File: config.mk
export PLATFORM = sky130hd
export DESIGN_NAME = inst_prefetch
export DESIGN_NICKNAME = d
export VERILOG_FILES = /design/src/rtl/arm_core_pkg.sv /design/src/rtl/hw_fifo.sv /design/src/rtl/inst_prefetch.sv
export SDC_FILE = /design/constraint.sdc
export NUM_CORES = 1
export LEC_CHECK = 0
export ABC_AREA = 1
export CORE_MARGIN = 2
export CORE_UTILIZATION = 55
export DETAILED_ROUTE_END_ITERATION = 12
export GPL_TIMING_DRIVEN = 1
export PLACE_DENSITY = 0.89
export SETUP_SLACK_MARGIN = 0.05
export SLEW_MARGIN = 30
export SYNTH_ARGS = -nofsm -noshare
export SYNTH_HDL_FRONTEND = slang
export SYNTH_SLANG_ARGS = --single-unit
File: constraint.sdc
create_clock -name clk -period 4.35 [get_ports clk]
set_clock_uncertainty 0.15 [all_clocks]
set_input_delay 1.0875 -clock clk [delete_from_list [all_inputs] [get_ports clk]]
set_output_delay 1.0875 -clock clk [all_outputs]
set_load 0.005 [all_outputs]
File: src/rtl/arm_core_pkg.sv
// Shared ARM core definitions: Thumb-2 32-bit instruction prefixes and the
// default halfword address width used by the fetch path.
package arm_core_pkg;

   localparam int unsigned AW_DEFAULT = 20;

   localparam logic [4:0] THUMB32_PFX_A = 5'b11101;
   localparam logic [4:0] THUMB32_PFX_B = 5'b11110;
   localparam logic [4:0] THUMB32_PFX_C = 5'b11111;

   // First halfword of a 32-bit Thumb-2 instruction is identified by its top five bits.
   function automatic logic is_thumb32(input logic [15:0] hw);
      return (hw[15:11] == THUMB32_PFX_A) ||
             (hw[15:11] == THUMB32_PFX_B) ||
             (hw[15:11] == THUMB32_PFX_C);
   endfunction

endpackage

File: src/rtl/hw_fifo.sv
// Halfword queue for the instruction prefetcher: DEPTH entries of W bits,
// pointers carry an extra wrap bit so full and empty are distinguishable.
module hw_fifo #(
   parameter int unsigned DEPTH = 4,
   parameter int unsigned W     = 36
) (
   input  logic                    clk,
   input  logic                    rst,
   input  logic                    push_i,
   input  logic                    pop_i,
   input  logic                    flush_i,
   input  logic [W-1:0]            wdata_i,
   output logic [W-1:0]            rdata_o,
   output logic                    full_o,
   output logic                    empty_o,
   output logic [$clog2(DEPTH):0]  count_o
);

   localparam int unsigned PW = $clog2(DEPTH);

   logic [W-1:0] mem_q [DEPTH];
   logic [PW:0]  wr_ptr_q, wr_ptr_d;
   logic [PW:0]  rd_ptr_q, rd_ptr_d;
   logic         do_push;
   logic         do_pop;

   assign empty_o = (wr_ptr_q == rd_ptr_q);
   assign full_o  = (wr_ptr_q[PW] != rd_ptr_q[PW]) &&
                    (wr_ptr_q[PW-1:0] == rd_ptr_q[PW-1:0]);
   assign count_o = wr_ptr_q - rd_ptr_q;
   assign rdata_o = mem_q[rd_ptr_q[PW-1:0]];

   // A pop while full frees the very slot the simultaneous push lands in.
   assign do_push = push_i && (!full_o || pop_i);
   assign do_pop  = pop_i && !empty_o;

   always_comb begin
      wr_ptr_d = wr_ptr_q;
      rd_ptr_d = rd_ptr_q;
      if (flush_i) begin
         wr_ptr_d = '0;
         rd_ptr_d = '0;
      end else begin
         if (do_push) wr_ptr_d = wr_ptr_q + (PW+1)'(1);
         if (do_pop)  rd_ptr_d = rd_ptr_q + (PW+1)'(1);
      end
   end

   always_ff @(posedge clk) begin
      if (rst) begin
         wr_ptr_q <= '0;
         rd_ptr_q <= '0;
      end else begin
         wr_ptr_q <= wr_ptr_d;
         rd_ptr_q <= rd_ptr_d;
      end
   end

   always_ff @(posedge clk) begin
      if (do_push && !flush_i) mem_q[wr_ptr_q[PW-1:0]] <= wdata_i;
   end

endmodule

File: src/rtl/inst_prefetch.sv
// Thumb instruction prefetcher: streams halfwords from a 1-cycle-latency memory
// into a small queue. Define INST_PREFETCH_STALL_CNT_EN to add the stall_cnt output.
module inst_prefetch
   import arm_core_pkg::*;
#(
   parameter int unsigned DEPTH = 4,
   parameter int unsigned AW    = AW_DEFAULT
) (
   input  logic          clk,
   input  logic          rst,
   output logic          mem_req,
   output logic [AW-1:0] mem_addr,
   input  logic [15:0]   mem_rdata,
   input  logic          branch_valid,
   input  logic [AW-1:0] branch_addr,
   output logic          hw_valid,
   input  logic          hw_ready,
   output logic [15:0]   hw_data,
   output logic [AW-1:0] hw_addr,
   output logic          hw_first32
`ifdef INST_PREFETCH_STALL_CNT_EN
   ,
   output logic [31:0]   stall_cnt
`endif
);

   localparam int unsigned   PW      = $clog2(DEPTH);
   localparam int unsigned   EW      = 16 + AW;
   localparam logic [PW+1:0] DEPTH_W = (PW+2)'(DEPTH);

   logic [AW-1:0] fa_q, fa_d;
   logic          out_q, out_d;
   logic [AW-1:0] rsp_addr_q, rsp_addr_d;

   logic          fifo_push;
   logic          fifo_pop;
   logic          fifo_full;
   logic          fifo_empty;
   logic [PW:0]   fifo_count;
   logic [EW-1:0] fifo_wdata;
   logic [EW-1:0] fifo_rdata;
   logic [PW+1:0] in_use;

   // Slots already promised: queued entries plus the response still on the bus.
   assign in_use   = {1'b0, fifo_count} + {{(PW+1){1'b0}}, out_q};
   assign mem_req  = !rst && !branch_valid && !fifo_full && (in_use < DEPTH_W);
   assign mem_addr = fa_q;

   assign fifo_push  = out_q && !branch_valid;
   assign fifo_pop   = hw_valid && hw_ready && !branch_valid;
   assign fifo_wdata = {rsp_addr_q, mem_rdata};

   assign hw_valid   = !fifo_empty;
   assign hw_data    = fifo_empty ? 16'h0000 : fifo_rdata[15:0];
   assign hw_addr    = fifo_empty ? '0 : fifo_rdata[EW-1:16];
   assign hw_first32 = is_thumb32(hw_data);

   always_comb begin
      fa_d       = fa_q;
      out_d      = 1'b0;
      rsp_addr_d = rsp_addr_q;
      if (branch_valid) begin
         fa_d = branch_addr;
      end else if (mem_req) begin
         fa_d       = fa_q + AW'(1);
         out_d      = 1'b1;
         rsp_addr_d = fa_q;
      end
   end

   always_ff @(posedge clk) begin
      if (rst) begin
         fa_q       <= '0;
         out_q      <= 1'b0;
         rsp_addr_q <= '0;
      end else begin
         fa_q       <= fa_d;
         out_q      <= out_d;
         rsp_addr_q <= rsp_addr_d;
      end
   end

   hw_fifo #(
      .DEPTH (DEPTH),
      .W     (EW)
   ) u_hw_fifo (
      .clk     (clk),
      .rst     (rst),
      .push_i  (fifo_push),
      .pop_i   (fifo_pop),
      .flush_i (branch_valid),
      .wdata_i (fifo_wdata),
      .rdata_o (fifo_rdata),
      .full_o  (fifo_full),
      .empty_o (fifo_empty),
      .count_o (fifo_count)
   );

`ifdef INST_PREFETCH_STALL_CNT_EN
   logic [31:0] stall_cnt_q;

   // Core starved: it would take a halfword but none is available. Survives branches.
   always_ff @(posedge clk) begin
      if (rst) begin
         stall_cnt_q <= '0;
      end else if (hw_ready && !hw_valid && (stall_cnt_q != 32'hFFFF_FFFF)) begin
         stall_cnt_q <= stall_cnt_q + 32'd1;
      end
   end

   assign stall_cnt = stall_cnt_q;
`endif

endmodule

Word-level counts from Yosys, hierarchy flattened
Memory sizes are Yosys's and may differ from the RTL's. A register that Yosys moved wholly into a read port is not among the register bits.
Cells that the tools add are included.

cells by class
  $add $sub $neg = 5
  order comparisons = 1
  equality and inequality tests = 6
  mux-type cells = 9
  bitwise operators = 1
  reduce and logical (&&, ||, !) cells = 20

operator list
  kind                                                         count
  2-to-1 mux 20 bit                                            3
  adder 20 x 1 -> 20 bit (second input constant)               1
  2-to-1 mux 16 bit                                            1
  == test 5 bit (second input constant)                        3
  logical AND 1 bit                                            10
  adder 3 x 1 -> 3 bit (second input constant)                 2
  adder 3 x 1 -> 4 bit                                         1
  logical NOT 1 bit                                            4
  less-than comparator 4 x 3 -> 1 bit (second input constant)  1
  2-to-1 mux 2 bit                                             2
  == test 3 bit                                                1
  logical OR 1 bit                                             3
  2-to-1 mux 1 bit                                             3
  subtractor 3 bit                                             1
  == test 2 bit                                                1
  AND reduction 2 bit                                          1
  nonzero test 2 bit                                           1
  OR reduction 2 bit                                           1
  != test 1 bit                                                1
  NOT 1 bit                                                    1

storage, ports and cells
  flip-flop bits (word level) = 47
  bits in writable memories = 144
  input bits = 40
  output and inout port bits = 59
  logic and storage cells = 48
  memories kept = 1

memory list
  name             words  bits a word  read ports  clocked after Yosys merged registers in  write ports  RTL line       text
  u_hw_fifo.mem_q  4      36           1           1                                        1            hw_fifo.sv:21  logic [W-1:0] mem_q [DEPTH];

Depth between registers and ports, before layout
Gate-level depths: netlist of the first run.

  depth after elaboration = 9
  gate-level depth with buffers = 14
  gate-level depth less buffers = 13

Cells and area by module
From an unflattened synthesis of the first run, not the netlist that was laid out.

second synthesis, totals
  cells, all modules = 821
  area total of the unflattened synthesis = 8,280.4 µm²

modules (own cells, without submodules)
  module         times used  cells an instance  area an instance (µm²)  sequential area each (µm²)
  hw_fifo        1           421                5,850.6                 4,484.3
  inst_prefetch  1           400                2,429.8                 820.8

Worst setup path after synthesis of the first run
Ideal clock, no wire load.

  path kind = input to register
  start = input port hw_ready
  end = memory u_hw_fifo.mem_q[3][0] (enable)
  setup time = 0.429 ns
  arrival = 2.955 ns
  required time = 3.771 ns
  setup slack = 0.816 ns
  stages = 6
  buffers on the path = 0
  cells stage by stage = nand2_2 > nand2_1 > nand2_1 > inv_2 > nand2_2 > nor2_1

between the ends
  cells in the longest elaborated chain, start to end = 7

RTL lines
  what                                    RTL line             text
  from (decl)                             inst_prefetch.sv:17  input logic hw_ready,
  logical AND 1 bit (2 in a row)          inst_prefetch.sv:50  assign fifo_pop = hw_valid && hw_ready && !branch_valid;
  logical OR 1 bit                        hw_fifo.sv:34        assign do_push = push_i && (!full_o || pop_i);
  logical AND 1 bit                       hw_fifo.sv:34
  logical AND 1 bit                       hw_fifo.sv:60        if (do_push && !flush_i) mem_q[wr_ptr_q[PW-1:0]] <= wdata_i;
  2-to-1 mux 1 bit                        hw_fifo.sv:60
  2-to-1 mux 1 bit (implied by the code)  hw_fifo.sv:60
  to (decl)                               hw_fifo.sv:21

No other way between the ends.

==> flow_metrics.tcl, run 1 <==
set metrics [dict create \
    gr-total-overflow 0 \
    cts_buffers 17 \
    coreArea_sq_mm 0.0145 \
    synth_cell_types 30 \
    min_period_ns 3.92 \
    slew_viol_final 0 \
    netlist_area_sq_mm 0.00821 \
    critPathKind "register to output pin" \
    worst_hold_slack_ns 0.361 \
    final_cells 1117 \
    clkTransAtPathRegs_ns 0.07 \
    rsz0062_at_grt "no" \
    synth_edf_count 144 \
    cts_tree "done" \
    antenna_found_initial 0 \
    dieArea_sq_mm 0.0159 \
    r2r_slack_ns 1.67 \
    worstPathArrival_ns 2.68 \
    clock-root-buffer "clkbuf_16" \
    placedCellCount 1085 \
    wl_per_cell_um 15.9 \
    wl_met3_mm 1.21 \
    hold_viol 0 \
    power_mw 3.82 \
    cts-htree-levels 4 \
    grt_max_degree 73 \
    final.setup.worst_slack_ns 0.432 \
    holdCritPathClass "register to register" \
    tightest_slew_ns 0.811 \
    routed.top_layer "met4" \
    synthFlopType "edfxtp_1" \
    wl_met2_mm 8.84 \
    preCtsSetupSlack_ns 0.478 \
    area_growth_pct 20.8 \
    ys_warn_count 0 \
    max_cap_violations 0 \
    firstDrtPassIters 5 \
    utilization_pct 68.2 \
    seq_area_frac_synth_pct 64.6 \
    ys_ff_latch 193 \
    fin_setup_tns_ns 0 \
    grt_pass1_vias 5939 \
    gp_congestion 0.866 \
    p_leak_nw 3.59 \
    vias_per_cell 5.49 \
    avgSynthCellArea_sq_um 9.91 \
    critPathLaunchType "register" \
    die_h_um 126 \
    period_share_pct 90.1 \
    design_area_sq_mm 0.00992 \
    clkLatencyLatePin_ns 0.43 \
    path_max_fanout 72 \
    dpl.hpwl_mm 11.0 \
    synth_nets 877 \
    drcViolationCount 0 \
    drt-total-wl_mm 17.7 \
    final-setup-viol-count 0 \
    die_x_um 126 \
    wl_met1_mm 7.33 \
    placed_area_sq_mm 0.00937 \
    initial_core_util_pct 56.5 \
    clock.fmax_mhz 255 \
    drive_gt1_share_pct 7.93 \
    cts_sinks 193 \
    postSynth.asyncResetShare_pct 0 \
    via_count 6130 \
    postCtsHoldBufs 0 \
    powerDensity_mw_per_mm2 385 \
    max_slew_margin_pct 45.8 \
    ir_worst_vdd_v 0.000272 \
    ios 99 \
    ant_nets 0 \
    end_kind "output pin" \
    outcome "finished, final reports clean" \
    num-nets-final 969 \
    io_buffers 98 \
    crit_required_ns 3.11 \
    drt_first_iter_violations 647 \
    cts_setup_buffers 0 \
    placementRows 44 \
    cts_resized 0 \
    syn_inst 828 \
    cts_max_path_buffers 2 \
    grt_pass1_wl_mm 28.5 \
    antenna_cells 0 \
    globalRouteTotalUtil_pct 22.9 \
]
[state kept, by name, summed over array words and instances, names as in the netlist, named ones only]
register	count
u_hw_fifo.wr_ptr_q	3
u_hw_fifo.rd_ptr_q	3
rsp_addr_q	20
mem_addr	20
u_hw_fifo.mem_q	144
out_q	1
[worst max-delay path, stage by stage, from the launching register on]
cell,delay (ns)
dfxtp_2,0.33
buf_4,0.58
nor2_1,0.11
nor2_1,0.11
o21ai_0,0.09
a21oi_1,0.28
o21ai_1,0.09
nor2_1,0.09
clkdlybuf4s50_1,0.50
[cells in the mapped netlist (3+ instances only)]
master | count | area share [%]
inv_2 | 6 | 0.27
edfxtp_1 | 144 | 53
buf_2 | 12 | 0.73
inv_1 | 41 | 1.9
a21oi_1 | 64 | 3.9
o21ai_0 | 84 | 5.1
clkbuf_1 | 19 | 0.87
nand2_2 | 6 | 0.46
nand4_1 | 4 | 0.30
buf_4 | 3 | 0.27
dfxtp_1 | 49 | 12
xor2_1 | 5 | 0.53
nor2_2 | 4 | 0.30
nand3_1 | 36 | 2.2
nor2_1 | 198 | 9.1
nand2_1 | 104 | 4.8
a21boi_1 | 5 | 0.46
o21ai_1 | 19 | 1.2
buf_1 | 3 | 0.14
ha_1 | 8 | 1.2
[routing by layer]
metal,track usage (%),vias to the layer above
met3,4.67,31
li1,-,2979
met2,38.2,281
met4,8.99,0
met1,29.5,2839
met5,0,-
[final timing paths]
kind | startpoint | to | cells after the start
max | register | hw_first32 | 8
min | rsp_addr_q[8] | u_hw_fifo.mem_q[2][24] | 0
max reg2reg | u_hw_fifo.wr_ptr_q[0] | u_hw_fifo.mem_q[1][9] | 12
min reg2reg | rsp_addr_q[8] | u_hw_fifo.mem_q[2][24] | 0
[cells by family (layout without fill, tap and decap cells)]
family / Yosys count / in the layout / share of synthesized area, %
compound gates: 173 / 173 / 10.7
xor+xnor: 6 / 6 / 0.640
fa+ha+maj: 9 / 9 / 1.46
buf+inv: 89 / 194 / 4.59
flops: 193 / 193 / 64.6
simple gates: 358 / 358 / 17.9
[layout make-up]
cell class                 count  area (sq um)
sequential                   193          5310
multi-input combinational    546          2560
inverter                      50           189
fill                        1066          4620
clock inverter                15           124
timing repair buffer         112          1090
clock buffer                  17           425
tap                          184           230
[where the power goes]
part	switching, mW	internal, mW	leakage [nW]
clock	0.695	0.745	0.256
sequential	0.0460	2.02	1.69
combinational	0.163	0.146	1.64
[placed cells by master, fill, tap and decap left out, types with 4 or more instances in the layout]
master / count
edfxtp_1: 144
nand3_1: 36
o21ai_0: 84
nand4_1: 4
a21boi_1: 5
buf_4: 14
ha_1: 8
xor2_1: 5
dfxtp_1: 48
inv_6: 6
o21ai_1: 19
inv_1: 41
inv_2: 6
nor2_2: 4
nor2_4: 6
clkinvlp_4: 5
clkbuf_16: 17
nand2_2: 6
clkdlybuf4s50_1: 98
a21oi_1: 64
nor2_1: 194
nand2_1: 104
Note: power is estimated with default switching activity, not from simulation.
==> inputs of run 2 (changes only) <==
--- a/config.mk
+++ b/config.mk
@@ -6,10 +6,12 @@
 export NUM_CORES = 1
 export LEC_CHECK = 0
 export ABC_AREA = 1
+export CAP_MARGIN = 20
 export CORE_MARGIN = 2
 export CORE_UTILIZATION = 55
 export DETAILED_ROUTE_END_ITERATION = 12
 export GPL_TIMING_DRIVEN = 1
+export HOLD_SLACK_MARGIN = 0.12
 export PLACE_DENSITY = 0.89
 export SETUP_SLACK_MARGIN = 0.05
 export SLEW_MARGIN = 30
==> results of run 2 <==
Same layout as run 1: the final DEF is identical, and so are final timing and power.
